===== src/rtl/sram_like_arbiter_pkg.sv =====
// Shared types for the sram-like two-source arbiter: source ids, size codes
// and the in-flight transaction record kept in the ordering FIFO.
package sram_like_arbiter_pkg;

    typedef enum logic {
        SRC_INST = 1'b0,
        SRC_DATA = 1'b1
    } src_e;

    localparam logic [1:0] SIZE_B = 2'd0;
    localparam logic [1:0] SIZE_H = 2'd1;
    localparam logic [1:0] SIZE_W = 2'd2;

    typedef struct packed {
        src_e src;
        logic wr;
    } txn_t;

endpackage


===== src/rtl/sram_like_arbiter_if.sv =====
// Bundle of the instruction, data and downstream sram-like buses.
// slave is the arbiter's view; master is the surrounding CPU/memory view.
interface sram_like_arbiter_if;

    logic        inst_req;
    logic [1:0]  inst_size;
    logic [31:0] inst_addr;
    logic [31:0] inst_rdata;
    logic        inst_addr_ok;
    logic        inst_data_ok;

    logic        data_req;
    logic        data_wr;
    logic [1:0]  data_size;
    logic [3:0]  data_strb;
    logic [31:0] data_addr;
    logic [31:0] data_wdata;
    logic [31:0] data_rdata;
    logic        data_raddr_ok;
    logic        data_waddr_ok;
    logic        data_rdata_ok;
    logic        data_wdata_ok;

    logic        m_req;
    logic        m_wr;
    logic [1:0]  m_size;
    logic [3:0]  m_strb;
    logic [31:0] m_addr;
    logic [31:0] m_wdata;
    logic [31:0] m_rdata;
    logic        m_addr_ok;
    logic        m_data_ok;

    modport slave (
        input  inst_req, inst_size, inst_addr,
        output inst_rdata, inst_addr_ok, inst_data_ok,
        input  data_req, data_wr, data_size, data_strb, data_addr, data_wdata,
        output data_rdata, data_raddr_ok, data_waddr_ok, data_rdata_ok, data_wdata_ok,
        output m_req, m_wr, m_size, m_strb, m_addr, m_wdata,
        input  m_rdata, m_addr_ok, m_data_ok
    );

    modport master (
        output inst_req, inst_size, inst_addr,
        input  inst_rdata, inst_addr_ok, inst_data_ok,
        output data_req, data_wr, data_size, data_strb, data_addr, data_wdata,
        input  data_rdata, data_raddr_ok, data_waddr_ok, data_rdata_ok, data_wdata_ok,
        input  m_req, m_wr, m_size, m_strb, m_addr, m_wdata,
        output m_rdata, m_addr_ok, m_data_ok
    );

endinterface


===== src/rtl/sram_like_txn_fifo.sv =====
// In-order record of issued downstream transactions; the head tells the
// arbiter where the next downstream response belongs.
module sram_like_txn_fifo
    import sram_like_arbiter_pkg::*;
#(
    parameter int DEPTH = 2
) (
    input  logic                         clk,
    input  logic                         resetn,
    input  logic                         push,
    input  txn_t                         push_entry,
    input  logic                         pop,
    output txn_t                         head,
    output logic                         full,
    output logic                         empty,
    output logic [$clog2(DEPTH+1)-1:0]   count
);

    localparam int CNT_W = $clog2(DEPTH + 1);
    localparam int PTR_W = (DEPTH > 1) ? $clog2(DEPTH) : 1;

    txn_t             mem [DEPTH];
    logic [PTR_W-1:0] wr_ptr;
    logic [PTR_W-1:0] rd_ptr;
    logic             do_push;
    logic             do_pop;

    assign do_push = push && !full;
    assign do_pop  = pop && !empty;
    assign full    = (count == CNT_W'(DEPTH));
    assign empty   = (count == '0);
    assign head    = mem[rd_ptr];

    always_ff @(posedge clk) begin
        if (do_push) begin
            mem[wr_ptr] <= push_entry;
        end
    end

    // Explicit wrap keeps non-power-of-two depths correct.
    always_ff @(posedge clk or negedge resetn) begin
        if (!resetn) begin
            wr_ptr <= '0;
            rd_ptr <= '0;
            count  <= '0;
        end else begin
            if (do_push) begin
                wr_ptr <= (wr_ptr == PTR_W'(DEPTH - 1)) ? '0 : wr_ptr + PTR_W'(1);
            end
            if (do_pop) begin
                rd_ptr <= (rd_ptr == PTR_W'(DEPTH - 1)) ? '0 : rd_ptr + PTR_W'(1);
            end
            case ({do_push, do_pop})
                2'b10:   count <= count + CNT_W'(1);
                2'b01:   count <= count - CNT_W'(1);
                default: count <= count;
            endcase
        end
    end

endmodule


===== src/rtl/sram_like_arbiter.sv =====
// Round-robin arbiter sharing one sram-like slave between an instruction and
// a data requester, routing in-order responses back through a txn FIFO.
module sram_like_arbiter
    import sram_like_arbiter_pkg::*;
#(
    parameter int OUTSTANDING = 2
) (
    input  logic                clk,
    input  logic                resetn,
    sram_like_arbiter_if.slave  bus
);

    localparam int CNT_W = $clog2(OUTSTANDING + 1);

    src_e             grant;
    src_e             last_grant;
    src_e             lock_src;
    logic             lock_valid;
    logic             src_req;
    logic             accept;
    logic             rsp_valid;
    txn_t             push_entry;
    txn_t             head;
    logic             fifo_full;
    logic             fifo_empty;
    logic [CNT_W-1:0] fifo_count;

    // A pending handshake keeps its source; otherwise favour whoever lost last.
    always_comb begin
        grant = (last_grant == SRC_INST) ? SRC_DATA : SRC_INST;
        if (lock_valid) begin
            grant = lock_src;
        end else if (bus.inst_req && !bus.data_req) begin
            grant = SRC_INST;
        end else if (bus.data_req && !bus.inst_req) begin
            grant = SRC_DATA;
        end
    end

    assign src_req   = (grant == SRC_INST) ? bus.inst_req : bus.data_req;
    assign bus.m_req = resetn && src_req && (fifo_count < CNT_W'(OUTSTANDING));
    assign accept    = bus.m_req && bus.m_addr_ok;

    assign bus.m_wr    = (grant == SRC_DATA) && bus.data_wr;
    assign bus.m_size  = (grant == SRC_DATA) ? bus.data_size  : bus.inst_size;
    assign bus.m_addr  = (grant == SRC_DATA) ? bus.data_addr  : bus.inst_addr;
    assign bus.m_strb  = (grant == SRC_DATA) ? bus.data_strb  : 4'b0000;
    assign bus.m_wdata = (grant == SRC_DATA) ? bus.data_wdata : 32'h0000_0000;

    assign bus.inst_addr_ok  = accept && (grant == SRC_INST);
    assign bus.data_raddr_ok = accept && (grant == SRC_DATA) && !bus.data_wr;
    assign bus.data_waddr_ok = accept && (grant == SRC_DATA) && bus.data_wr;

    always_ff @(posedge clk or negedge resetn) begin
        if (!resetn) begin
            lock_valid <= 1'b0;
            lock_src   <= SRC_INST;
            last_grant <= SRC_INST;
        end else if (accept) begin
            lock_valid <= 1'b0;
            last_grant <= grant;
        end else begin
            lock_valid <= bus.m_req;
            lock_src   <= grant;
        end
    end

    assign push_entry.src = grant;
    assign push_entry.wr  = bus.m_wr;

    sram_like_txn_fifo #(
        .DEPTH (OUTSTANDING)
    ) u_txn_fifo (
        .clk        (clk),
        .resetn     (resetn),
        .push       (accept && !fifo_full),
        .push_entry (push_entry),
        .pop        (bus.m_data_ok),
        .head       (head),
        .full       (fifo_full),
        .empty      (fifo_empty),
        .count      (fifo_count)
    );

    // Responses with nothing in flight (e.g. orphaned by reset) are dropped.
    assign rsp_valid = bus.m_data_ok && !fifo_empty;

    assign bus.inst_data_ok  = rsp_valid && (head.src == SRC_INST);
    assign bus.data_rdata_ok = rsp_valid && (head.src == SRC_DATA) && !head.wr;
    assign bus.data_wdata_ok = rsp_valid && (head.src == SRC_DATA) && head.wr;
    assign bus.inst_rdata    = bus.m_rdata;
    assign bus.data_rdata    = bus.m_rdata;

endmodule


===== src/flat_wrapper.sv =====
// flat-port wrapper written by rule: the top's interface ports become plain ports
module sram_like_arbiter_flat import sram_like_arbiter_pkg::*;
#(
    parameter int OUTSTANDING = 2
)
  (clk, resetn, bus_inst_req, bus_inst_size, bus_inst_addr, bus_inst_rdata, bus_inst_addr_ok, bus_inst_data_ok, bus_data_req, bus_data_wr, bus_data_size, bus_data_strb, bus_data_addr, bus_data_wdata, bus_data_rdata, bus_data_raddr_ok, bus_data_waddr_ok, bus_data_rdata_ok, bus_data_wdata_ok, bus_m_req, bus_m_wr, bus_m_size, bus_m_strb, bus_m_addr, bus_m_wdata, bus_m_rdata, bus_m_addr_ok, bus_m_data_ok);
  sram_like_arbiter_if bus_i ();
  input  logic clk;
  input  logic resetn;
  input wire logic [$bits(bus_i.inst_req)-1:0] bus_inst_req;
  input wire logic [$bits(bus_i.inst_size)-1:0] bus_inst_size;
  input wire logic [$bits(bus_i.inst_addr)-1:0] bus_inst_addr;
  output wire logic [$bits(bus_i.inst_rdata)-1:0] bus_inst_rdata;
  output wire logic [$bits(bus_i.inst_addr_ok)-1:0] bus_inst_addr_ok;
  output wire logic [$bits(bus_i.inst_data_ok)-1:0] bus_inst_data_ok;
  input wire logic [$bits(bus_i.data_req)-1:0] bus_data_req;
  input wire logic [$bits(bus_i.data_wr)-1:0] bus_data_wr;
  input wire logic [$bits(bus_i.data_size)-1:0] bus_data_size;
  input wire logic [$bits(bus_i.data_strb)-1:0] bus_data_strb;
  input wire logic [$bits(bus_i.data_addr)-1:0] bus_data_addr;
  input wire logic [$bits(bus_i.data_wdata)-1:0] bus_data_wdata;
  output wire logic [$bits(bus_i.data_rdata)-1:0] bus_data_rdata;
  output wire logic [$bits(bus_i.data_raddr_ok)-1:0] bus_data_raddr_ok;
  output wire logic [$bits(bus_i.data_waddr_ok)-1:0] bus_data_waddr_ok;
  output wire logic [$bits(bus_i.data_rdata_ok)-1:0] bus_data_rdata_ok;
  output wire logic [$bits(bus_i.data_wdata_ok)-1:0] bus_data_wdata_ok;
  output wire logic [$bits(bus_i.m_req)-1:0] bus_m_req;
  output wire logic [$bits(bus_i.m_wr)-1:0] bus_m_wr;
  output wire logic [$bits(bus_i.m_size)-1:0] bus_m_size;
  output wire logic [$bits(bus_i.m_strb)-1:0] bus_m_strb;
  output wire logic [$bits(bus_i.m_addr)-1:0] bus_m_addr;
  output wire logic [$bits(bus_i.m_wdata)-1:0] bus_m_wdata;
  input wire logic [$bits(bus_i.m_rdata)-1:0] bus_m_rdata;
  input wire logic [$bits(bus_i.m_addr_ok)-1:0] bus_m_addr_ok;
  input wire logic [$bits(bus_i.m_data_ok)-1:0] bus_m_data_ok;
  assign bus_i.inst_req = bus_inst_req;
  assign bus_i.inst_size = bus_inst_size;
  assign bus_i.inst_addr = bus_inst_addr;
  assign bus_inst_rdata = bus_i.inst_rdata;
  assign bus_inst_addr_ok = bus_i.inst_addr_ok;
  assign bus_inst_data_ok = bus_i.inst_data_ok;
  assign bus_i.data_req = bus_data_req;
  assign bus_i.data_wr = bus_data_wr;
  assign bus_i.data_size = bus_data_size;
  assign bus_i.data_strb = bus_data_strb;
  assign bus_i.data_addr = bus_data_addr;
  assign bus_i.data_wdata = bus_data_wdata;
  assign bus_data_rdata = bus_i.data_rdata;
  assign bus_data_raddr_ok = bus_i.data_raddr_ok;
  assign bus_data_waddr_ok = bus_i.data_waddr_ok;
  assign bus_data_rdata_ok = bus_i.data_rdata_ok;
  assign bus_data_wdata_ok = bus_i.data_wdata_ok;
  assign bus_m_req = bus_i.m_req;
  assign bus_m_wr = bus_i.m_wr;
  assign bus_m_size = bus_i.m_size;
  assign bus_m_strb = bus_i.m_strb;
  assign bus_m_addr = bus_i.m_addr;
  assign bus_m_wdata = bus_i.m_wdata;
  assign bus_i.m_rdata = bus_m_rdata;
  assign bus_i.m_addr_ok = bus_m_addr_ok;
  assign bus_i.m_data_ok = bus_m_data_ok;
  sram_like_arbiter #(.OUTSTANDING(OUTSTANDING)) u_core (.clk(clk), .resetn(resetn), .bus(bus_i));
endmodule

===== config.mk =====
export PLATFORM = sky130hd
export DESIGN_NAME = sram_like_arbiter_flat
export DESIGN_NICKNAME = d
export VERILOG_FILES = /design/src/rtl/sram_like_arbiter_pkg.sv /design/src/rtl/sram_like_arbiter_if.sv /design/src/rtl/sram_like_txn_fifo.sv /design/src/rtl/sram_like_arbiter.sv /design/src/flat_wrapper.sv
export SDC_FILE = /design/constraint.sdc
export NUM_CORES = 1
export LEC_CHECK = 0
export ABC_CLOCK_PERIOD_IN_PS = 3950
export CAP_MARGIN = 0
export CORE_AREA = 2 2 110 112
export DETAILED_ROUTE_END_ITERATION = 10
export DIE_AREA = 0 0 112 114
export PLACE_DENSITY = 0.57
export SLEW_MARGIN = 20
export SYNTH_ARGS = -nofsm -noshare
export SYNTH_HDL_FRONTEND = slang
export SYNTH_SLANG_ARGS = --single-unit
export TNS_END_PERCENT = 5

===== constraint.sdc =====
create_clock -name clk -period 3.95 [get_ports clk]
set_input_delay 1.185 -clock clk [delete_from_list [all_inputs] [get_ports clk]]
set_output_delay 1.185 -clock clk [all_outputs]
set_load 0.03 [all_outputs]

==> impl_metrics.py <==
metrics = {
    "outcome": {
        "outcome": "finished with violations",
        "violations": "setup timing",
    },
    "power_and_ir_drop": {
        "power_frac_clock": 0.111,
        "p_per_area_mw_per_mm2": 480,
        "intPower_uw": 919,
        "power_leakage_nw": 1.42,
        "p_sw_uw": 771,
        "sw_frac_of_total": 0.456,
        "pwr-share-comb": 0.772,
        "ir_worst_vdd_mv": 0.272,
        "seqPwrFrac": 0.118,
    },
    "layout": {
        "layout-drive-gt1-share": 0.399,
        "final_cells": 485,
        "n_fill_cell": 1280,
        "syn2layout_area_growth_pct": 101,
        "final_area_sq_mm": 0.00352,
        "nNetsFinal": 483,
        "diodes": 0,
    },
    "timing": {
        "whs_ps": 502,
        "finalHoldViolations": 0,
        "setup_violations": 14,
        "rsz0062_at_grt": "true",
        "fmax_ghz": 0.251,
        "slew_headroom": 0.663,
        "worst_slack_ps": -33.6,
        "min_period_over_period": 1.01,
        "maxSlewViolCount": 0,
        "min_period_ps": 3980,
        "finClkSkew_ps": 1.04,
        "worstMarginPinSlew_ps": 505,
    },
    "floorplanning": {
        "core-area_sq_mm": 0.0117,
        "die_x_um": 112,
        "num_io_pins": 285,
        "die_h_um": 114,
        "start_util": 0.150,
        "die_area_sq_mm": 0.0128,
        "rows": 40,
    },
    "routing": {
        "viasPerCell": 3.66,
        "drc_errors": 0,
        "first_iter_violations": 23,
        "ant_nets": 0,
        "vias": 1775,
        "first_pass_iters": 4,
        "avgRoutedWirePerCell_um": 13.8,
        "routed_wl_mm": 6.70,
    },
    "setup_path": {
        "path_delay_family": "buffers and inverters",
        "crit_fanout": 10,
        "cp_num_buf_inv": 4,
        "crit_arrival_ps": 2800,
        "end_kind": "output port",
        "crit_slowest_cell": "mux2_2",
        "crit_top_cell": "buf_12",
        "startpoint_type": "primary input",
        "crit_type": "primary input to output port",
        "cp_cell_sequence": "dlygate4sd2_1, a21boi_4, o31ai_4, buf_12, buf_12, mux2_2, clkdlybuf4s15_2",
        "max_stage_delay_ps": 340,
        "required_ps": 2760,
        "reg2reg_from": "u_core.last_grant",
        "crit_start": "bus_data_req",
    },
    "placement": {
        "gp_congestion": 0.766,
        "numPortBuffers": 188,
        "dp_hpwl_mm": 5.50,
        "dpl-instance-area_sq_mm": 0.00340,
        "dp_cells": 479,
    },
    "job": {
        "maxCapViolations": 0,
    },
    "clock_tree": {
        "tritoncts.num_buffers": 3,
        "clkSinkCount": 11,
        "cts_tree": "yes",
        "cts_max_path_buffers": 2,
        "cts_root_buffer": "clkbuf_16",
        "htreeDepth": 1,
        "clk_latency_ps": 240,
        "clkTransAtPathRegs_ps": 40,
    },
    "worst_hold_path": {
        "worstHoldStart": "u_core.u_txn_fifo.wr_ptr",
        "hold_path.class": "flop to flop",
    },
    "logic_synthesis": {
        "synthCells": 202,
        "avgSynthCellArea_sq_um": 8.68,
        "synth_seq_cells": 11,
        "seq_area_frac_synth": 0.168,
        "synth_cell_types": 35,
        "ys_warn_count": 0,
        "netlist_top_cells_area": "buf_4 27%, mux2_2 22%, and2_1 13%",
        "yosysTopAreaCell": "buf_4",
        "syn_area_sq_mm": 0.00175,
        "synth_top_cell_area_share": 0.274,
        "synth_nets": 346,
    },
    "global_routing": {
        "grt_usage": 0.0977,
        "overflow": 0,
        "antenna_found_initial": 0,
        "grt_pass1_vias": 1867,
        "grt_max_degree": 37,
        "grt_pass1_wl_mm": 10.0,
    },
}
## cells by family after synthesis
| family | after synthesis | synth area share |
|---|---|---|
| fa+ha+maj | 1 | 0.00714 |
| buf+inv | 78 | 0.319 |
| flops | 11 | 0.168 |
| mux | 34 | 0.218 |
| xor+xnor | 5 | 0.0250 |
| compound gates | 12 | 0.0592 |
| simple gates | 61 | 0.203 |
## state kept, by name, summed over array words and instances (netlist names)
register,count
u_core.u_txn_fifo.mem,4
u_core.u_txn_fifo.count,2
u_core.last_grant,1
u_core.lock_src,1
u_core.lock_valid,1
u_core.u_txn_fifo.rd_ptr,1
u_core.u_txn_fifo.wr_ptr,1
## worst paths after layout
check	end	slack (ps)	cells after the start
max	bus_m_size[1]	-30	7
min	u_core.u_txn_fifo.wr_ptr	500	1
max reg2reg	u_core.u_txn_fifo.mem[0][0]	2030	8
min reg2reg	u_core.u_txn_fifo.wr_ptr	500	1
max in group asynchronous	u_core.u_txn_fifo.rd_ptr	2550	2
min in group asynchronous	u_core.lock_valid	1270	2
## per-stage QoR
step                      TNS, ps  total power, mW  setup slack (ps)   util
final                        -177             1.69             -33.6  0.301
after global routing        -1640             1.79             -81.9  0.301
after detailed placement   -39260             1.52              -661  0.290
after CTS                   -1750             1.73              -122  0.307
after global placement     -36230             1.51              -593  0.290
after floorplan                 0             1.06               205      -
## metal layers
layer / up-vias / part of all wire / GRT usage
li1: 872 / - / -
met1: 803 / 0.40 / 0.120
met2: 81 / 0.53 / 0.175
met3: 19 / 0.058 / 0.0202
met4: 0 / 0.013 / 0.0244
met5: - / 0 / 0
## Yosys cell counts
cell type,instances
a211oi_1,1
a21boi_0,1
a21boi_2,1
a21oi_1,2
a2bb2oi_1,1
a32oi_1,1
and2_1,37
and3b_1,1
and4_1,1
buf_2,2
buf_4,64
buf_6,3
clkbuf_1,3
clkbuf_2,1
dfrtp_1,7
edfxtp_1,4
ha_1,1
inv_1,4
inv_2,1
mux2_2,34
nand2_1,3
nand2b_1,2
nand3b_1,1
nor2_1,9
nor2b_1,2
nor3_1,3
nor3b_1,1
nor4_1,1
o21ai_0,1
o221ai_1,1
o22ai_1,1
o2bb2ai_1,1
o31ai_4,1
xnor2_1,4
xor2_1,1
## power by group through the flow
stage	clock, mW	combinational (mW)	sequential [mW]
after floorplan	0	0.869	0.188
after global placement	0	1.31	0.196
after detailed placement	0	1.32	0.198
after CTS	0.189	1.34	0.198
after global routing	0.196	1.39	0.206
final	0.187	1.30	0.199
## cell type report
class	count	area (sq um)	area share
clock buffer	3	75.1	0.0213
clock inverter	1	5.00	0.00142
inverter	5	31.3	0.00888
multi-input combinational	113	906	0.257
sequential	11	295	0.0839
tap	147	184	0.0522
timing repair buffer	205	2020	0.575
## layout by cell type (no fill, tap or decap), types with 2 or more instances in the layout
cell             Yosys  final
and2_1              37     37
clkdlybuf4s15_2      0     47
clkbuf_2             1     13
nor2_1               9      9
buf_2                2      3
nand2_1              3      3
mux2_2              34     34
inv_1                4      4
clkbuf_16            0      3
nor2b_1              2      2
edfxtp_1             4      4
xnor2_1              4      4
dfrtp_1              7      7
a21oi_1              2      2
buf_6                3      4
clkdlybuf4s50_1      0    110
buf_12               0      3
nand2b_1             2      2
nor3_1               3      3
buf_4               64     23
## repair_timing
action | CTS | global route
setup endpoints to repair | 74 | 55
gates cloned | 1 | 0
buffers inserted | 1 | 0
pin swaps | 0 | 1
hold endpoints to repair | 0 | 0
hold buffers | 0 | 0
gates resized for setup | 190 | 22
## worst reg2reg max path: cells and delay by family (launching register included)
kind	cells	cell delay [ps]
compound gates	1	310
buf+inv	5	620
flops	1	460
simple gates	2	270
(Power assumes the default switching activity.)
